### src/rtl/multiplicador_sequencial.sv
// Sequential 4x4 unsigned shift-add multiplier driving an external 4-bit adder.
// Latency: start at edge k -> busy after k..k+3, done pulse after k+4, IDLE after k+5.
// Backpressure: none; start is honoured only in IDLE and ignored while CALC/DONE run.
// Optional build macro MULT_ZERO_BYPASS_EN: a zero operand skips CALC and goes straight to DONE.
module multiplicador_sequencial (
  input  logic       clk,
  input  logic       reset,
  input  logic       start,
  input  logic [3:0] multiplicando,
  input  logic [3:0] multiplicador,
  output logic       busy,
  output logic       done,
  output logic [7:0] produto,
  output logic [3:0] add_a,
  output logic [3:0] add_b,
  output logic       add_cin,
  input  logic [4:0] add_s
);

  localparam logic [1:0] IDLE = 2'd0;
  localparam logic [1:0] CALC = 2'd1;
  localparam logic [1:0] DONE = 2'd2;

  logic [1:0] state;
  logic [1:0] state_nxt;
  logic [3:0] m_reg;
  logic [3:0] q_reg;
  logic [3:0] acc;
  logic [1:0] cnt;
  logic       last_step;
  logic       zero_op;
  logic [8:0] shift_nxt;

  // A zero operand can only short-circuit the datapath when the bypass is built in.
`ifdef MULT_ZERO_BYPASS_EN
  assign zero_op = (multiplicando == 4'd0) || (multiplicador == 4'd0);
`else
  assign zero_op = 1'b0;
`endif

  // The 9-bit {carry, sum, Q} word shifted right by one: new accumulator and multiplier.
  assign shift_nxt = {add_s, q_reg[3:1]};
  assign last_step = (cnt == 2'd3);

  // Next-state decode; the unused encoding falls back to IDLE.
  always_comb begin
    state_nxt = IDLE;
    case (state)
      IDLE: begin
        if (start) begin
          state_nxt = zero_op ? DONE : CALC;
        end else begin
          state_nxt = IDLE;
        end
      end
      CALC: state_nxt = last_step ? DONE : CALC;
      DONE: state_nxt = IDLE;
      default: state_nxt = IDLE;
    endcase
  end

  // State, operand, accumulator, step counter and product registers with synchronous reset.
  always_ff @(posedge clk) begin
    if (reset) begin
      state   <= IDLE;
      m_reg   <= 4'd0;
      q_reg   <= 4'd0;
      acc     <= 4'd0;
      cnt     <= 2'd0;
      produto <= 8'd0;
    end else begin
      state <= state_nxt;
      case (state)
        IDLE: begin
          if (start) begin
            m_reg <= multiplicando;
            q_reg <= multiplicador;
            acc   <= 4'd0;
            cnt   <= 2'd0;
            if (zero_op) begin
              produto <= 8'd0;
            end
          end
        end
        CALC: begin
          {acc, q_reg} <= shift_nxt;
          cnt          <= cnt + 2'd1;
          // The product is the shifted word formed on the final step, captured as DONE is entered.
          if (last_step) begin
            produto <= shift_nxt[7:0];
          end
        end
        default: begin
          // DONE holds everything; produto stays until the next DONE entry.
        end
      endcase
    end
  end

  // Status flags and adder operands; the adder sees zeros whenever no step is running.
  always_comb begin
    busy    = (state == CALC);
    done    = (state == DONE);
    add_cin = 1'b0;
    add_a   = 4'd0;
    add_b   = 4'd0;
    if (state == CALC) begin
      add_a = acc;
      add_b = q_reg[0] ? m_reg : 4'd0;
    end
  end

endmodule
### config.mk
export PLATFORM = sky130hd
export DESIGN_NAME = multiplicador_sequencial
export DESIGN_NICKNAME = d
export VERILOG_FILES = /design/src/rtl/multiplicador_sequencial.sv
export SDC_FILE = /design/constraint.sdc
export NUM_CORES = 1
export LEC_CHECK = 0
export ABC_AREA = 0
export BUFFER_PORTS_ARGS = -buffer_cell sky130_fd_sc_hd__buf_2
export CAP_MARGIN = 5
export CORE_UTILIZATION = 47
export DETAILED_ROUTE_END_ITERATION = 6
export GPL_ROUTABILITY_DRIVEN = 0
export PLACE_DENSITY = 0.82
export SYNTH_ARGS = -nofsm -noshare
export SYNTH_HDL_FRONTEND = slang
export SYNTH_SLANG_ARGS = --single-unit
### constraint.sdc
create_clock -name clk -period 1.7 [get_ports clk]
set_input_delay 0.34 -clock clk [delete_from_list [all_inputs] [get_ports clk]]
set_output_delay 0.34 -clock clk [all_outputs]
set_load 0.02 [all_outputs]
==> summary.txt, run 1 <==
status - complete, no violations
cts hold-fix bufs - 0
first-pass GRT wire length - 2.90 mm
drt drc - 0
DR vias - 864
Ports - 35
First-pass DRT Iterations - 4
total power - 0.00105 W
reg2reg end - m_reg[3]
Die Y - 48.0 µm
worst-path fanout max - 6
wire length per cell - 11.5 µm
Final ANT Viol Nets - 0
IO buf count - 33
Core ar. - 1980 µm²
Largest register FFs - 8
vias in the first global route - 686
Yosys reg bits - 24
number of diodes - 0
Yosys top cell by area - dfxtp_1
worst path arrival time - 1.30 ns
Placement Rows - 16
Area growth, synth to finish - 24.4%
Slowest-stage cell, CP - dfxtp_2
Via-to-Cell Ratio - 4.91
top post-synthesis cells by area - dfxtp_1, mux2i_1, nand2_1, a21oi_1, nor2_1
Highest Clock Rate - 608 MHz
synthesized area - 993 µm²
clock slew at reported path FFs - 0.13 ns
Final Hold Viols - 0
global route overflow - 0
clk buf depth - 2
worst reg-to-reg path cell count - 3
flop-to-flop setup slack - 0.40 ns
Final Cycle Share - 96.7%
Post-synth EDFFs - 0
cell area power density - 851 nW/µm²
Hold EP - m_reg[0]
post-synth cell types - 24
Hold WC Path Type - in -> reg
Synth Warn # - 0
largest reg by FF count - produto
Final WS setup - 0.0563 ns
Max IR drop VDD - 0.425 mV
mean post-synth cell area - 8.71 µm²
Max Clock Skew - 0.000994 ns
max-slew violations - 0
hold path start - multiplicando[0]
die width - 48.0 µm
GRT Total Usage - 18.0%
fin nets - 167
post-synthesis sequential area ratio - 48.4%
Final setup viols - 0
CTS Buf Count - 3
Async SR Flop Fraction - 0%
syn_nets - 131
element type at the critical path end - primary output
DP HPWL - 1.38 mm
initial antenna violation count - 0
Starting Density - 50.1%
CP required - 1.36 ns
worst slack, placed - 0.329 ns
CP Launch Type - flip-flop
Leakage - 0.589 nW
die area - 2300 µm²
Synth Instances - 114
Max-Cap Viols - 0
top cells by count, synth - dfxtp_1, nand2_1, a21oi_1
Worst-Skew Late Latency - 0.32 ns
CTS tree - yes
Reg2Reg Launch Point - state[1]
Hold Path Cell Cnt - 3
CTS root buffer - clkbuf_4
DRT iter0 DRCs - 12
most common cell in the netlist - dfxtp_1
Final min period - 1.64 ns
clock sinks - 24
fill count - 183
CP cell instances - nand2b_4 > clkinvlp_4 > and2_1 > buf_2
prevailing post-synth register cell - dfxtp_1
routed wire length - 2.02 mm
fraction of layout cells with a size suffix above 1 - 32.9%
H-tree Lvls - 1
Synth top area share - 48.4%
Crit Path Class - reg -> out
largest net degree at the start of global routing - 25
Slowest Stage Delay on Critical Path - 0.38 ns
## per-layer routing
metal | wire length (µm) | global-route usage (%) | vias to the layer above
li1 | - | - | 450
met1 | 921 | 23.5 | 381
met2 | 950 | 28.9 | 31
met3 | 126 | 3.40 | 2
met4 | 18 | 7.78 | 0
met5 | 0 | 0 | -
## cells in the final DEF (no fill, tap or decap), types with 3 or more instances in the layout
cell type,synthesis,routed
a211oi_1,4,4
a21oi_1,13,13
and2_1,4,4
and3_1,4,4
buf_2,3,33
buf_4,1,6
clkbuf_4,0,3
dfxtp_1,24,23
mux2i_1,8,8
nand2_1,21,21
nand3_1,5,5
nor2_1,11,11
## how the worst max path moves through the flow
| stage | slack [ns] | end | startpoint | cells past startpoint |
|---|---|---|---|---|
| 6_report | 0.06 | add_a[3] | state[1] | 4 |
| 3_3_place_gp | 0.36 | m_reg[1] | start | 4 |
| 4_1_cts | 0.02 | add_b[0] | state[1] | 4 |
| 3_5_place_dp | 0.33 | m_reg[1] | start | 4 |
| 2_1_floorplan | 0.19 | add_a[0] | state[0] | 6 |
| 5_1_grt | -0.004 | add_a[3] | state[1] | 4 |
## worst max-delay path: cells and delay by family, from the launching register on
family	cells	cell delay (ns)
flip-flops	1	0.38
AND/OR/NAND/NOR	2	0.34
buffers and inverters	2	0.27
## through the flow
stage	cells	area, µm²	setup TNS, ns	utilization, %	hold WS (ns)
global route	176	1240	-0.00390	62.4	0.241
CTS	171	1190	0	60.0	0.254
detailed placement	167	1150	0	58.1	0.443
floorplan	114	993	0	-	0.413
global placement	167	1150	0	58.1	0.438
finish	176	1240	0	62.4	0.247
## cell type report
| type | count | area (µm²) | share of cell area (%) |
|---|---|---|---|
| Clock buffer | 4 | 36.3 | 2.94 |
| Inverter | 1 | 6.26 | 0.506 |
| Multi-Input combinational cell | 80 | 460 | 37.2 |
| Sequential cell | 24 | 482 | 39.0 |
| Tap cell | 27 | 33.8 | 2.73 |
| Timing Repair Buffer | 39 | 210 | 17.0 |
| Timing Repair inverter | 1 | 7.51 | 0.607 |
## power breakdown
group	internal, W	switching (W)	total, W
registers	0.000587	0.0000173	0.000605
clock network	0.000131	0.000174	0.000305
logic	0.0000661	0.0000761	0.000142
total	0.000785	0.000267	0.00105
## what timing repair did
action,in CTS,in global routing
resized for setup,1,3
endpoints found under the hold margin,0,0
gates cloned,0,1
buffers inserted,0,4
setup endpoints to repair,3,8
## cell families (layout without fill, tap and decap cells)
kind of cell | Yosys count | count (layout) | share of synthesized area [%]
multiplexers | 9 | 9 | 9.19
buffers and inverters | 10 | 45 | 6.04
adder cells (fa/ha/maj) | 1 | 1 | 1.26
AO/OA/AOI/OAI | 19 | 19 | 11.3
flip-flops | 24 | 24 | 48.4
AND/OR/NAND/NOR | 50 | 50 | 23.4
other | 1 | 1 | 0.377
Note: power is estimated with default switching activity, not from simulation.
==> run 2: changes to the inputs <==
--- a/config.mk
+++ b/config.mk
@@ -12,6 +12,7 @@
 export DETAILED_ROUTE_END_ITERATION = 6
 export GPL_ROUTABILITY_DRIVEN = 0
 export PLACE_DENSITY = 0.82
+export REMOVE_ABC_BUFFERS = 1
 export SYNTH_ARGS = -nofsm -noshare
 export SYNTH_HDL_FRONTEND = slang
 export SYNTH_SLANG_ARGS = --single-unit
==> constraint.sdc (replaced) <==
create_clock -name clk -period 1.7 [get_ports clk]
set_input_delay 0.34 -clock clk [delete_from_list [all_inputs] [get_ports clk]]
set_output_delay 0.34 -clock clk [all_outputs]
set_load 0.1 [all_outputs]
==> run 2 against run 1 <==
  * Combinational power grew 44%
  * Clock-buffer cell count shrank 1
  * Critical path depth is the same
  * Worst hold slack gained 0.013 ns
  * Non-clock buffer count is the same
==> summary.txt, run 2 (synthesized netlist as in run 1, its figures left out) <==
status - complete, no violations (unchanged)
vias in the first global route - 772 (was 686)
Hold WC Path Type - in -> reg (unchanged)
largest reg by FF count - produto (unchanged)
drt drc - 0 (unchanged)
IO buf count - 33 (unchanged)
initial antenna violation count - 0 (unchanged)
Final Cycle Share - 97.6% (was 96.7%)
Final ANT Viol Nets - 0 (unchanged)
GRT Total Usage - 22.8% (was 18.0%)
Switching Fraction - 25.6% (was 25.4%)
worst path arrival time - 1.32 ns (was 1.30 ns)
final cell count without fillers - 176 (unchanged)
CTS Buf Count - 3 (unchanged)
Final min period - 1.66 ns (was 1.64 ns)
Final Hold Viols - 0 (unchanged)
H-tree Lvls - 1 (unchanged)
fin nets - 167 (unchanged)
clk buf depth - 2 (unchanged)
Placement Rows - 16 (unchanged)
First-pass DRT Iterations - 5 (was 4)
Final setup viols - 0 (unchanged)
placed insts - 167 (unchanged)
die width - 48.0 µm (unchanged)
P_sw - 0.000312 W (was 0.000267 W)
Core ar. - 1980 µm² (unchanged)
CTS root buffer - clkbuf_4 (unchanged)
cts hold-fix bufs - 0 (unchanged)
Sequential Power Share - 49.8% (was 57.5%)
global route overflow - 0 (unchanged)
clock slew at reported path FFs - 0.13 ns (about the same)
Area growth, synth to finish - 42.7% (was 24.4%)
Worst-Skew Late Latency - 0.31 ns (was 0.32 ns)
commonest non-fill, non-tap cell in the layout - buf_2 (unchanged)
element type at the critical path end - primary output (unchanged)
die area - 2300 µm² (unchanged)
Combinational Power Share - 16.7% (was 13.5%)
Max Clock Skew - 0.00777 ns (was 0.000994 ns)
DP HPWL - 1.61 mm (was 1.38 mm)
Int Pwr - 0.000907 W (was 0.000785 W)
clock sinks - 24 (unchanged)
worst-path fanout max - 7 (was 6)
Largest register FFs - 8 (unchanged)
grt peak-use layer - met2 (unchanged)
fin util - 71.5% (was 62.4%)
number of diodes - 0 (unchanged)
M3 GR Usage - 4.53% (was 3.40%)
M1 GR Usage - 30.6% (was 23.5%)
fraction of layout cells with a size suffix above 1 - 36.9% (was 32.9%)
wire length per cell - 14.0 µm (was 11.5 µm)
max-slew violations - 0 (unchanged)
Ports - 35 (unchanged)
grt met2 use - 37.8% (was 28.9%)
Max IR drop VDD - 0.627 mV (was 0.425 mV)
Leakage - 0.615 nW (was 0.589 nW)
Max-Cap Viols - 0 (unchanged)
clock share of power - 33.4% (was 29.0%)
Die Y - 48.0 µm (unchanged)
DRT iter0 DRCs - 24 (was 12)
CP required - 1.36 ns (about the same)
Via-to-Cell Ratio - 5.14 (was 4.91)
commonest non-fill, non-tap cells in the layout - buf_2, dfxtp_1, nand2_1 (unchanged)
routed wire length - 2.46 mm (was 2.02 mm)
flop-to-flop setup slack - 0.23 ns (was 0.40 ns)
CP Launch Type - flip-flop (unchanged)
Starting Density - 50.1% (unchanged)
Highest Clock Rate - 602 MHz (was 608 MHz)
first-pass GRT wire length - 3.60 mm (was 2.90 mm)
DR vias - 905 (was 864)
CTS tree - yes (unchanged)
Crit Path Class - reg -> out (unchanged)
cell area power density - 860 nW/µm² (was 851 nW/µm²)
largest net degree at the start of global routing - 25 (unchanged)
run 2: metal layers:
layer / vias to the layer above / routed length, µm
li1: 453 / -
met2: 26 / 1320
met4: 0 / 29
met5: - / 0
met3: 4 / 77
met1: 422 / 1030
run 2: path summary, 6_finish.rpt:
kind / startpoint / endpoint / cells after the start
worst max-delay path: state[1] / add_b[1] / 4
worst max register to register: state[1] / m_reg[3] / 4
worst min-delay path: add_s[3] / produto[6] / 3
worst min register to register: produto[3] / produto[3] / 2
run 2: worst max-delay path: stages, from the launching register on:
cell and delay [ns]:
dfxtp_2 0.34, nand2b_4 0.16, inv_4 0.11, and3_4 0.22
buf_12 0.17
run 2: power groups by stage:
stage | clock, W | combinational, W | sequential, W
finish | 0.000408 | 0.000204 | 0.000608
detailed placement | 0 | 0.000182 | 0.000616
global placement | 0 | 0.000178 | 0.000614
floorplan | 0 | 0.000109 | 0.000616
global route | 0.000449 | 0.000218 | 0.000611
CTS | 0.000413 | 0.000195 | 0.000605
run 2: metrics by stage:
step	TNS (ns)	total power, W	hold WS, ns	cell area (µm²)	worst slack (ns)
2_1_floorplan	-5.77	0.000725	0.409	937	-0.691
3_3_place_gp	0	0.000792	0.438	1290	0.288
3_5_place_dp	0	0.000798	0.446	1290	0.211
4_1_cts	0	0.00121	0.257	1390	0.0277
5_1_grt	-0.0182	0.00128	0.241	1420	-0.0103
6_report	0	0.00122	0.260	1420	0.0402
run 2: layout make-up:
class	instances	area, µm²
Clock buffer	3	22.5
Clock inverter	1	30.0
Fill cell	137	564
Inverter	1	6.26
Multi-Input combinational cell	80	483
Sequential cell	24	483
Tap cell	27	33.8
Timing Repair Buffer	39	352
Timing Repair inverter	1	7.51
run 2: timing repair:
action,in CTS,in global routing
setup buffers,3,1
pin swaps,0,1
setup endpoints to repair,9,9
gates cloned,1,0
resized for setup,7,5
==> run 3: changes to the inputs <==
--- a/config.mk
+++ b/config.mk
@@ -8,7 +8,9 @@
 export ABC_AREA = 0
 export BUFFER_PORTS_ARGS = -buffer_cell sky130_fd_sc_hd__buf_2
 export CAP_MARGIN = 5
-export CORE_UTILIZATION = 47
+export CELL_PAD_IN_SITES_DETAIL_PLACEMENT = 1
+export CELL_PAD_IN_SITES_GLOBAL_PLACEMENT = 1
+export CORE_UTILIZATION = 34
 export DETAILED_ROUTE_END_ITERATION = 6
 export GPL_ROUTABILITY_DRIVEN = 0
 export PLACE_DENSITY = 0.82
==> constraint.sdc (replaced) <==
create_clock -name clk -period 1.7 [get_ports clk]
set_input_delay 0 -clock clk [delete_from_list [all_inputs] [get_ports clk]]
set_output_delay 0 -clock clk [all_outputs]
set_load 0.1 [all_outputs]
==> run 3 against run 2 <==
  * Global-route usage shrank 5.6 points
  * Fmax grew 5.6%
  * Critical path type unchanged
  * Sequential power grew 0.7%
  * Worst hold slack lost 0.26 ns
  * First-iteration DRC count shrank 63%
  * Via count shrank 0.88%
  * Largest power group unchanged
  * Sequential share of layout area is essentially flat
  * Flip-flop and latch count is the same
==> summary.txt, run 3 (synthesized netlist as in run 1, its figures left out) <==
Slowest-stage cell, CP - dfxtp_2 (unchanged)
max-slew violations - 0 (unchanged)
worst path arrival time - 1.57 ns (was 1.32 ns)
Max Clock Skew - 0.00243 ns (was 0.00777 ns)
fill count - 336 (was 137)
Combinational Power Share - 17.4% (was 16.7%)
Min Hold Slack - 0.00416 ns (was 0.260 ns)
Reg2Reg Launch Point - state[0] (was state[1])
Worst-Skew Late Latency - 0.32 ns (was 0.31 ns)
DR vias - 897 (was 905)
DRT iter0 DRCs - 9 (was 24)
Hold Path Cell Cnt - 3 (unchanged)
P_sw - 0.000320 W (was 0.000312 W)
Crit Path Class - reg -> out (unchanged)
Ports - 35 (unchanged)
Final ANT Viol Nets - 0 (unchanged)
CP cell instances - nand2b_1 > inv_4 > and3_1 > buf_12 (was nand2b_4 > inv_4 > and3_4 > buf_12)
flop-to-flop setup slack - 0.33 ns (was 0.23 ns)
hold path start - multiplicador[1] (was add_s[3])
Slowest Stage Delay on Critical Path - 0.48 ns (was 0.34 ns)
Placement Rows - 19 (was 16)
Core ar. - 2760 µm² (was 1980 µm²)
GRT Total Usage - 17.2% (was 22.8%)
largest net degree at the start of global routing - 25 (unchanged)
CTS tree - yes (unchanged)
die width - 56.1 µm (was 48.0 µm)
clock sinks - 24 (unchanged)
Leakage - 0.624 nW (was 0.615 nW)
Largest register FFs - 8 (unchanged)
Area growth, synth to finish - 42.3% (was 42.7%)
First-pass DRT Iterations - 4 (was 5)
clock slew at reported path FFs - 0.14 ns (was 0.13 ns)
multi-input combinational cell area - 453 µm² (was 483 µm²)
Int Pwr - 0.000800 W (was 0.000907 W)
area post-placement - 1280 µm² (was 1290 µm²)
Final Hold Viols - 0 (unchanged)
initial antenna violation count - 0 (unchanged)
clk buf depth - 2 (unchanged)
vias in the first global route - 926 (was 772)
Final min period - 1.57 ns (was 1.66 ns)
worst-path fanout max - 14 (was 7)
Sequential Power Share - 54.6% (was 49.8%)
Final setup viols - 0 (unchanged)
total power - 0.00112 W (was 0.00122 W)
# Post-CTS Setup Buffers - 0 (was 3)
status - complete, no violations (unchanged)
Final Cycle Share - 92.5% (was 97.6%)
post-route cell area - 1410 µm² (was 1420 µm²)
Max IR drop VDD - 0.619 mV (was 0.627 mV)
Die Y - 56.1 µm (was 48.0 µm)
drt drc - 0 (unchanged)
CTS root buffer - clkbuf_4 (unchanged)
Hold EP - q_reg[1] (was produto[6])
reg2reg end - m_reg[2] (was m_reg[3])
first-pass GRT wire length - 4.28 mm (was 3.60 mm)
CTS Buf Count - 3 (unchanged)
H-tree Lvls - 1 (unchanged)
commonest non-fill, non-tap cells in the layout - buf_2, dfxtp_1, nand2_1 (unchanged)
fraction of layout cells with a size suffix above 1 - 27.6% (was 36.9%)
DP HPWL - 1.78 mm (was 1.61 mm)
largest reg by FF count - produto (unchanged)
routed wire length - 2.57 mm (was 2.46 mm)
element type at the critical path end - primary output (unchanged)
RSZ-0062 raised after global routing - false
cell area power density - 792 nW/µm² (was 860 nW/µm²)
worst reg-to-reg path cell count - 3 (was 4)
wire length per cell - 14.0 µm (about the same)
die area - 3140 µm² (was 2300 µm²)
Switching Fraction - 28.5% (was 25.6%)
clock share of power - 27.9% (was 33.4%)
register area - 482 µm² (was 483 µm²)
CP Launch Type - flip-flop (unchanged)
IO buf count - 33 (unchanged)
fin nets - 170 (was 167)
commonest non-fill, non-tap cell in the layout - buf_2 (unchanged)
Hold WC Path Type - in -> reg (unchanged)
Starting Density - 36.0% (was 50.1%)
Max-Cap Viols - 0 (unchanged)
Highest Clock Rate - 636 MHz (was 602 MHz)
Via-to-Cell Ratio - 4.90 (was 5.14)
number of diodes - 0 (unchanged)
CP required - 1.70 ns (was 1.36 ns)
global route overflow - 0 (unchanged)
-- run 3: cell count changes in the layout (fill, tap and decap cells not counted), moves of 4 or more --
cell and change:
and3_1 +4, and3_4 -4, dlygate4sd3_1 +9, buf_4 -5
-- run 3: cell type report --
type	instances	area share, %
flip-flops and latches	24	34.1
multi-input cells	80	32.0
repair buffers	43	28.1
well taps	31	2.74
clock buffers	4	2.57
inverters	1	0.442
-- run 3: timing repair --
item                       CTS  global route
gates resized for setup      1             1
hold endpoints to repair    13             0
pin swaps                    0             0
hold buffers                 9             0
setup endpoints to repair    8             4
-- run 3: power by group through the flow --
stage / Clock (W) / Combinational [W] / Sequential (W)
final: 0.000313 / 0.000195 / 0.000612
after global routing: 0.000334 / 0.000210 / 0.000616
after CTS: 0.000316 / 0.000195 / 0.000611
after detailed placement: 0 / 0.000177 / 0.000623
after global placement: 0 / 0.000171 / 0.000619
after floorplan: 0 / 0.000109 / 0.000616
-- run 3: worst max path at each step --
| stage | from | end | slack [ns] |
|---|---|---|---|
| finish | state[0] | add_b[0] | 0.13 |
| global route | state[0] | add_b[3] | 0.03 |
| CTS | state[0] | add_b[0] | 0.09 |
| detailed placement | state[0] | m_reg[2] | 0.28 |
| global placement | state[0] | m_reg[1] | 0.35 |
| floorplan | state[0] | add_b[0] | -0.35 |
-- run 3: layer usage --
metal  track usage [%]  share of wire, %  vias to the layer above
li1                  -                 -                      456
met1              20.3                44                      413
met2              31.6                51                       25
met3              3.26               4.4                        3
met4              4.18              0.89                        0
met5                 0                 0                        -
-- run 3: worst max-delay path: cells and delay by family (launching register included) --
family        cells  cell delay [ns]
buf+inv           2             0.37
simple gates      2             0.40
flops             1             0.48
-- run 3: metrics by stage --
stage / setup TNS [ns] / cells / util (%) / setup slack, ns
2_1_floorplan: -2.71 / 105 / - / -0.351
3_3_place_gp: 0 / 170 / 46.6 / 0.345
3_5_place_dp: 0 / 170 / 46.6 / 0.282
4_1_cts: 0 / 183 / 51.2 / 0.0891
5_1_grt: 0 / 183 / 51.3 / 0.0275
6_report: 0 / 183 / 51.3 / 0.128
